[config.mk]
export PLATFORM = sky130hd
export DESIGN_NAME = csr_trap_file
export DESIGN_NICKNAME = d
export VERILOG_FILES = /design/src/rtl/csr_trap_file.sv
export SDC_FILE = /design/constraint.sdc
export NUM_CORES = 1
export LEC_CHECK = 0
export ABC_AREA = 1
export CORE_AREA = 2 2 499 501
export DETAILED_ROUTE_END_ITERATION = 10
export DIE_AREA = 0 0 501 503
export PLACE_DENSITY = 0.39
export SLEW_MARGIN = 20
export SYNTH_ARGS = -nofsm -noshare
export SYNTH_HDL_FRONTEND = slang
export SYNTH_SLANG_ARGS = --single-unit
[constraint.sdc]
create_clock -name clk -period 2.66 [get_ports clk]
set_input_delay 0.266 -clock clk [delete_from_list [all_inputs] [get_ports clk]]
set_output_delay 0.266 -clock clk [all_outputs]
set_load 0.05 [all_outputs]
[src/rtl/csr_trap_file.sv]
// Trap-state CSR slice: mstatus (with sstatus view), exception PC/cause/tval
// registers, medeleg and minstret, with WARL write masking and registered reads.
module csr_trap_file #(
    parameter int                     XLEN          = 64,
    parameter int                     RETIRE_W      = 3,
    parameter logic [63:0]            MSTATUS_WMASK = 64'h0000_0000_007E_79AA,
    parameter logic [63:0]            SSTATUS_MASK  = 64'h8000_0003_000D_E762
) (
    input  logic                clk,
    input  logic                rst_n,

    input  logic                mstatus_we,
    input  logic                sstatus_we,
    input  logic                mepc_we,
    input  logic                mcause_we,
    input  logic                mtval_we,
    input  logic                sepc_we,
    input  logic                scause_we,
    input  logic                stval_we,
    input  logic                medeleg_we,
    input  logic                minstret_we,

    input  logic [XLEN-1:0]     mstatus_wdata,
    input  logic [XLEN-1:0]     sstatus_wdata,
    input  logic [XLEN-1:0]     mepc_wdata,
    input  logic [XLEN-1:0]     mcause_wdata,
    input  logic [XLEN-1:0]     mtval_wdata,
    input  logic [XLEN-1:0]     sepc_wdata,
    input  logic [XLEN-1:0]     scause_wdata,
    input  logic [XLEN-1:0]     stval_wdata,
    input  logic [XLEN-1:0]     medeleg_wdata,
    input  logic [XLEN-1:0]     minstret_wdata,

    input  logic [RETIRE_W-1:0] retire_cnt,
    input  logic                mcountinhibit_ir,

    output logic [XLEN-1:0]     mstatus_rdata,
    output logic [XLEN-1:0]     sstatus_rdata,
    output logic [XLEN-1:0]     mepc_rdata,
    output logic [XLEN-1:0]     mcause_rdata,
    output logic [XLEN-1:0]     mtval_rdata,
    output logic [XLEN-1:0]     sepc_rdata,
    output logic [XLEN-1:0]     scause_rdata,
    output logic [XLEN-1:0]     stval_rdata,
    output logic [XLEN-1:0]     medeleg_rdata,
    output logic [XLEN-1:0]     minstret_rdata,
    output logic                wr_conflict
);

    localparam logic [XLEN-1:0] MS_WMASK     = MSTATUS_WMASK[XLEN-1:0];
    localparam logic [XLEN-1:0] SS_MASK      = SSTATUS_MASK[XLEN-1:0];
    localparam logic [XLEN-1:0] SS_WMASK     = MS_WMASK & SS_MASK;
    localparam logic [XLEN-1:0] MEDELEG_MASK = {{(XLEN-16){1'b0}}, 16'hF7FF};
    localparam logic [XLEN-1:0] EPC_MASK     = {{(XLEN-1){1'b1}}, 1'b0};

    logic [XLEN-1:0] mstatus_q,  mstatus_d;
    logic [XLEN-1:0] mepc_q,     mepc_d;
    logic [XLEN-1:0] mcause_q,   mcause_d;
    logic [XLEN-1:0] mtval_q,    mtval_d;
    logic [XLEN-1:0] sepc_q,     sepc_d;
    logic [XLEN-1:0] scause_q,   scause_d;
    logic [XLEN-1:0] stval_q,    stval_d;
    logic [XLEN-1:0] medeleg_q,  medeleg_d;
    logic [XLEN-1:0] minstret_q, minstret_d;
    logic            conflict_q, conflict_d;
    logic [XLEN-1:0] mstatus_view;

    // mstatus wins over sstatus when both strobe; a reserved MPP encoding is ignored.
    always_comb begin
        mstatus_d = mstatus_q;
        if (mstatus_we) begin
            mstatus_d = (mstatus_q & ~MS_WMASK) | (mstatus_wdata & MS_WMASK);
            if (mstatus_wdata[12:11] == 2'b10) begin
                mstatus_d[12:11] = mstatus_q[12:11];
            end
        end else if (sstatus_we) begin
            mstatus_d = (mstatus_q & ~SS_WMASK) | (sstatus_wdata & SS_WMASK);
        end
    end

    always_comb begin
        mepc_d     = mepc_we    ? (mepc_wdata & EPC_MASK)       : mepc_q;
        sepc_d     = sepc_we    ? (sepc_wdata & EPC_MASK)       : sepc_q;
        mcause_d   = mcause_we  ? mcause_wdata                  : mcause_q;
        mtval_d    = mtval_we   ? mtval_wdata                   : mtval_q;
        scause_d   = scause_we  ? scause_wdata                  : scause_q;
        stval_d    = stval_we   ? stval_wdata                   : stval_q;
        medeleg_d  = medeleg_we ? (medeleg_wdata & MEDELEG_MASK) : medeleg_q;
        conflict_d = conflict_q | (mstatus_we & sstatus_we);
    end

    // A software write to minstret takes priority over that cycle's retirements.
    always_comb begin
        minstret_d = minstret_q;
        if (minstret_we) begin
            minstret_d = minstret_wdata;
        end else if (!mcountinhibit_ir) begin
            minstret_d = minstret_q + {{(XLEN-RETIRE_W){1'b0}}, retire_cnt};
        end
    end

    always_ff @(posedge clk or negedge rst_n) begin
        if (!rst_n) begin
            mstatus_q  <= '0;
            mepc_q     <= '0;
            mcause_q   <= '0;
            mtval_q    <= '0;
            sepc_q     <= '0;
            scause_q   <= '0;
            stval_q    <= '0;
            medeleg_q  <= '0;
            minstret_q <= '0;
            conflict_q <= 1'b0;
        end else begin
            mstatus_q  <= mstatus_d;
            mepc_q     <= mepc_d;
            mcause_q   <= mcause_d;
            mtval_q    <= mtval_d;
            sepc_q     <= sepc_d;
            scause_q   <= scause_d;
            stval_q    <= stval_d;
            medeleg_q  <= medeleg_d;
            minstret_q <= minstret_d;
            conflict_q <= conflict_d;
        end
    end

    // SD summarises FS only; SXL/UXL are fixed at 64-bit.
    always_comb begin
        mstatus_view         = mstatus_q;
        mstatus_view[XLEN-1] = (mstatus_q[14:13] == 2'b11);
        mstatus_view[35:32]  = 4'b1010;
    end

    assign mstatus_rdata  = mstatus_view;
    assign sstatus_rdata  = mstatus_view & SS_MASK;
    assign mepc_rdata     = mepc_q;
    assign mcause_rdata   = mcause_q;
    assign mtval_rdata    = mtval_q;
    assign sepc_rdata     = sepc_q;
    assign scause_rdata   = scause_q;
    assign stval_rdata    = stval_q;
    assign medeleg_rdata  = medeleg_q;
    assign minstret_rdata = minstret_q;
    assign wr_conflict    = conflict_q;

endmodule

Word-level counts from Yosys, hierarchy flattened

Index checks and enable logic that the tools add are counted.

Input bits: 656
Logic and storage cells: 27
Flip-flop bits (word level): 526

Add/subtract/negate cells: 1
Bitwise operators: 4
Equal/unequal tests: 4
Muxes and demuxes: 5
Reductions and logical operators: 2

Operators by type and width:

| operator                                     | number |
|---|---|
| two-way mux 64 bit                           | 4 |
| adder 64 x 3 -> 64 bit                       | 1 |
| OR 64 x 20 -> 64 bit                         | 1 |
| OR 64 x 23 -> 64 bit                         | 1 |
| == test 2 bit, second input constant         | 2 |
| inequality test 2 bit, second input constant | 2 |
| two-way mux 2 bit                            | 1 |
| AND reduction 2 bit                          | 1 |
| nonzero test 2 bit                           | 1 |
| bitwise AND 1 bit                            | 1 |
| OR 1 bit                                     | 1 |

Longest topological paths before layout

Gate-level depths: netlist of run 1.

Word-level depth: 3
Gate-level depth with buffers: 12
Gate-level depth less buffers: 12

Worst setup path before layout of run 1

Ideal clock, no wire load.

Kind: reg-to-reg
Start point: reg minstret_q[0] (netlist: minstret_rdata[0])
End point: reg minstret_q[22] (netlist: minstret_rdata[22])
Slack: 0.502 ns
Library setup time: 0.129 ns
Required time: 2.531 ns
Cell stages (with the launch flop): 11
Arrival: 2.029 ns
Period minus slack after synthesis: 2.158 ns
Path through: dfrtp_1 -> ha_1 -> fa_1 -> nand3_1 -> nand2_2 -> nand2_1 -> inv_1 -> nand2_1 -> nor2_1 -> o21ai_0 -> nand3_1

Word-level cells in the longest chain between the ends: 3

Ends and longest elaborated chain:

| item                   | RTL line | source |
|---|---|---|
| start, declared        | 64       | `logic [XLEN-1:0] minstret_q, minstret_d;` |
| start signal, assigned | 123      | `minstret_q <= minstret_d;` |
| adder 64 x 3 -> 64 bit | 98       | `minstret_d = minstret_q + {{(XLEN-RETIRE_W){1'b0}}, retire_cnt};` |
| two-way mux 64 bit     | 97       | `end else if (!mcountinhibit_ir) begin` |
| two-way mux 64 bit     | 95       | `if (minstret_we) begin` |

No other way between the ends. The select of a mux whose other input is x is not followed.
A chain may end at the register's enable or synchronous reset.

Final worst setup path of run 1

Start point: reg minstret_q[16] (netlist: minstret_rdata[16])
End point: reg minstret_q[50] (netlist: minstret_rdata[50])

The elaborated chain is that of the path after synthesis.

==> metrics.md, run 1 <==
| Metric | Value |
|---|---|
| Clk buf depth | `3` |
| Achievable Freq | `410 MHz` |
| Worst slew margin | `between 40% and 50%` |
| Synth area leaders | `dfrtp_1, mux2_2, nand2_1` |
| Clock root cell | `clkbuf_16` |
| Core Box Area | `around 250000 um^2` |
| Final nets | `about 3600` |
| FP Rows | `around 180` |
| Crit path kind | `flop to flop` |
| Post-CTS Setup Bufs | `0` |
| Period utilization | `about nine tenths` |
| Power Dens Cells | `682 nW/um^2` |
| Area of the die | `252000 um^2` |
| Switching share of power | `36.8%` |
| Min-Delay Path Class | `primary input to flop` |
| M1 WL | `42900 um` |
| Vias | `between 15000 and 20000` |
| Core Util, Final | `around 15%` |
| Total number of yosys warnings | `0` |
| Final Skew | `~28 ps` |
| Yosys cell types | `32` |
| Post-synth top area share | `between 50 and 60%` |
| RD Place Congestion | `about 0.83` |
| Die W | `501 um` |
| Met2 WL post-DR | `60300 um` |
| Post-synth ARST share | `100%` |
| EDFF count, synth | `0` |
| HP Start | `mstatus_wdata[22]` |
| # clock sinks | `approximately 480` |
| Initial antenna violation count | `39` |
| Hold Vio Cnt, Final | `0` |
| H-tree levels | `3` |
| Worst-Skew Late Latency | `roughly 660 ps` |
| Drt drc | `0` |
| Status | `complete, no violations` |
| Maxcap violations | `0` |
| Initial core utilization | `a little under 9%` |
| Fin area | `37600 um^2` |
| Max VDD drop | `0.401 mV` |
| Post-route minimum period | `around 2400 ps` |
| Fillcell total | `between 20000 and 30000` |
| DR WL/cell | `19.7 um` |
| GRT Overall Usage | `9.42%` |
| Top FF cell, synth | `dfrtp_1` |
| Post-DP HPWL | `102000 um` |
| Clk pwr share | `a little under two fifths` |
| Vias in the first global route | `18900` |
| Top-count cell post-synth | `dfrtp_1` |
| Post-DRT Antenna Nets | `0` |
| Clk slew on worst S/H paths | `around 60 ps` |
| Required @ worst endpoint | `3240 ps` |
| IO buf count | `roughly 1000` |
| Placed cell area | `35200 um^2` |
| Initial DRC count | `around 770` |
| Top sig layer | `met5` |
| Sequential share of power | `~34%` |
| CTS tree | `yes` |
| Final setup fails | `0` |
| Synth cell count leaders | `dfrtp_1, mux2_2, nand2_1` |
| Critical path fanouts, max | `6` |
| Via/cell ratio | `approximately 2.9` |
| Cells after Synth | `1916` |
| Seq/Total Area, Yosys | `around 55%` |
| P_sw | `approximately 9.4 mW` |
| Setup crit start | `minstret_rdata[16]` |
| Synthesis-to-finish area growth | `73.7%` |
| First-pass GRT wire length | `~160000 um` |
| Drt first pass iters | `5` |
| Area leader, netlist | `dfrtp_1` |
| Tightest Pin Transition | `around 800 ps` |
| Mapped Area | `approximately 22000 um^2` |
| Global route overflow | `0` |
| Avg Synthesized Cell Area | `11.3 um^2` |
| Layout cells sized above 1 | `a little over a fifth` |
| Setup crit end kind | `flop` |
| Largest net degree at the start of global routing | `around 70` |
| Seq cells post-synth | `477` |
| Worst Setup Start Kind | `flop` |
| Pint | `16.2 mW` |
| Io pins | `roughly 1300` |
| CTS Buf Count | `a little under 70` |
| Arr. time, crit path | `between 3000 and 4000 ps` |
| Cts repair resizes | `0` |
| TNS Setup | `0 ps` |
| Comb pwr share | `approximately 29%` |
| Max-slew violation count | `0` |
| Leak pwr | `between 10 and 15 nW` |
| RSZ-0062 raised after global routing | `false` |
| Post-Route WL | `124000 um` |
| FF-to-FF Start | `minstret_rdata[16]` |
| Met3 wire len | `~16000 um` |
| CTS Hold Bufs | `4` |
| Die H | `~500 um` |
critical path, cell delays in order, from the launching register on:
cell     delay (ps)
dfrtp_1         540
nand2_1         260
nor2_1          400
nand2_1         330
nor2_1          230
buf_4           180
nand2_1         130
o21ai_1         150
nand3_1          80
nand2_1          70
cell usage in the layout (no fill, tap or decap), types with 4 or more instances in the layout:
| master | synthesis | layout |
|---|---|---|
| clkdlybuf4s50_1 | 0 | 951 |
| dfrtp_1 | 477 | 477 |
| mux2_2 | 397 | 397 |
| nand2_1 | 366 | 366 |
| conb_1 | 2 | 155 |
| nor2_1 | 111 | 111 |
| inv_1 | 93 | 93 |
| buf_4 | 164 | 81 |
| nand3_1 | 76 | 76 |
| clkbuf_16 | 0 | 68 |
| o21ai_0 | 27 | 27 |
| nand4_1 | 22 | 22 |
| clkbuf_1 | 19 | 21 |
| xor2_1 | 18 | 18 |
| buf_12 | 0 | 15 |
| clkbuf_8 | 0 | 14 |
| o21bai_1 | 13 | 13 |
| nor2_2 | 13 | 13 |
| nand2_2 | 12 | 12 |
| diode_2 | 0 | 11 |
| nor2_4 | 11 | 11 |
| o211ai_1 | 11 | 11 |
| a22o_1 | 8 | 8 |
| xnor2_1 | 7 | 7 |
| o21ai_1 | 6 | 6 |
| buf_2 | 43 | 6 |
| a21oi_1 | 5 | 5 |
| clkinv_16 | 0 | 4 |
| clkinv_2 | 0 | 4 |
| bufinv_16 | 0 | 4 |
power by group through the flow:
stage          logic [mW]  registers, mW  clock network [mW]
6_report             7.53           8.59                9.55
5_1_grt              7.91           8.69                10.3
4_1_cts              7.66           8.61                10.0
3_5_place_dp         7.62           8.72                   0
3_3_place_gp         7.64           8.70                   0
2_1_floorplan        1.84           11.1                   0
through the flow:
| step | setup WS (ps) | hold slack, ps | cells | power (mW) |
|---|---|---|---|---|
| final | 223 | 132 | 6270 | 25.7 |
| after global routing | 70.8 | 71.6 | 6266 | 26.9 |
| after CTS | 133 | 16.5 | 6259 | 26.3 |
| after detailed placement | 116 | 189 | 6132 | 16.3 |
| after global placement | 117 | 183 | 6132 | 16.3 |
| after floorplan | 502 | -29.6 | 2069 | 13.0 |
final cells by class:
cell class,instances,area [um^2],area share (%)
Clock inverter,20,359,0.955
Multi-Input combinational cell,1268,8410,22.3
Inverter,97,364,0.968
Tap cell,3237,4050,10.8
Antenna cell,11,27.5,0.0732
Sequential cell,477,11900,31.7
Timing Repair Buffer,1057,10500,27.9
Clock buffer,103,1970,5.25
metal layers:
layer | vias to the layer above | GRT usage, %
li1 | 8159 | -
met1 | 8754 | 9.53
met2 | 883 | 15.9
met3 | 178 | 5.30
met4 | 10 | 3.92
met5 | - | 0
flip-flops by register name (all words and copies together), names as in the netlist:
| name | flops |
|---|---|
| mcause_rdata | 64 |
| medeleg_rdata | 15 |
| mepc_rdata | 63 |
| minstret_rdata | 64 |
| mstatus_q | 15 |
| mtval_rdata | 64 |
| scause_rdata | 64 |
| sepc_rdata | 63 |
| stval_rdata | 64 |
| wr_conflict | 1 |
logic make-up (layout without fill, tap and decap cells):
kind of cell	Yosys count	in the layout	synth area share, %
mux	397	397	20.6
compound gates	71	71	2.06
flops	477	477	55.1
other cells	2	166	0.0347
fa+ha+maj	4	4	0.266
simple gates	616	616	12.1
xor+xnor	25	25	1.01
buf+inv	324	1277	8.71
final timing paths:
check	to	depth (start not counted)	slack (ps)
min in group asynchronous	mcause_rdata[1]	3	600
max reg2reg	minstret_rdata[50]	9	220
max in group asynchronous	mstatus_q[13]	5	1070
max	minstret_rdata[50]	9	220
min	mstatus_q[22]	3	130
min reg2reg	wr_conflict	1	480
No activity file was read; power rests on OpenSTA's default activity.
==> run 2: changes to the inputs <==
--- a/config.mk
+++ b/config.mk
@@ -6,6 +6,7 @@
 export NUM_CORES = 1
 export LEC_CHECK = 0
 export ABC_AREA = 1
+export CAP_MARGIN = 20
 export CORE_AREA = 2 2 499 501
 export DETAILED_ROUTE_END_ITERATION = 10
 export DIE_AREA = 0 0 501 503
==> results of run 2 <==
No change in the layout: final DEF, timing and power equal those of run 1.
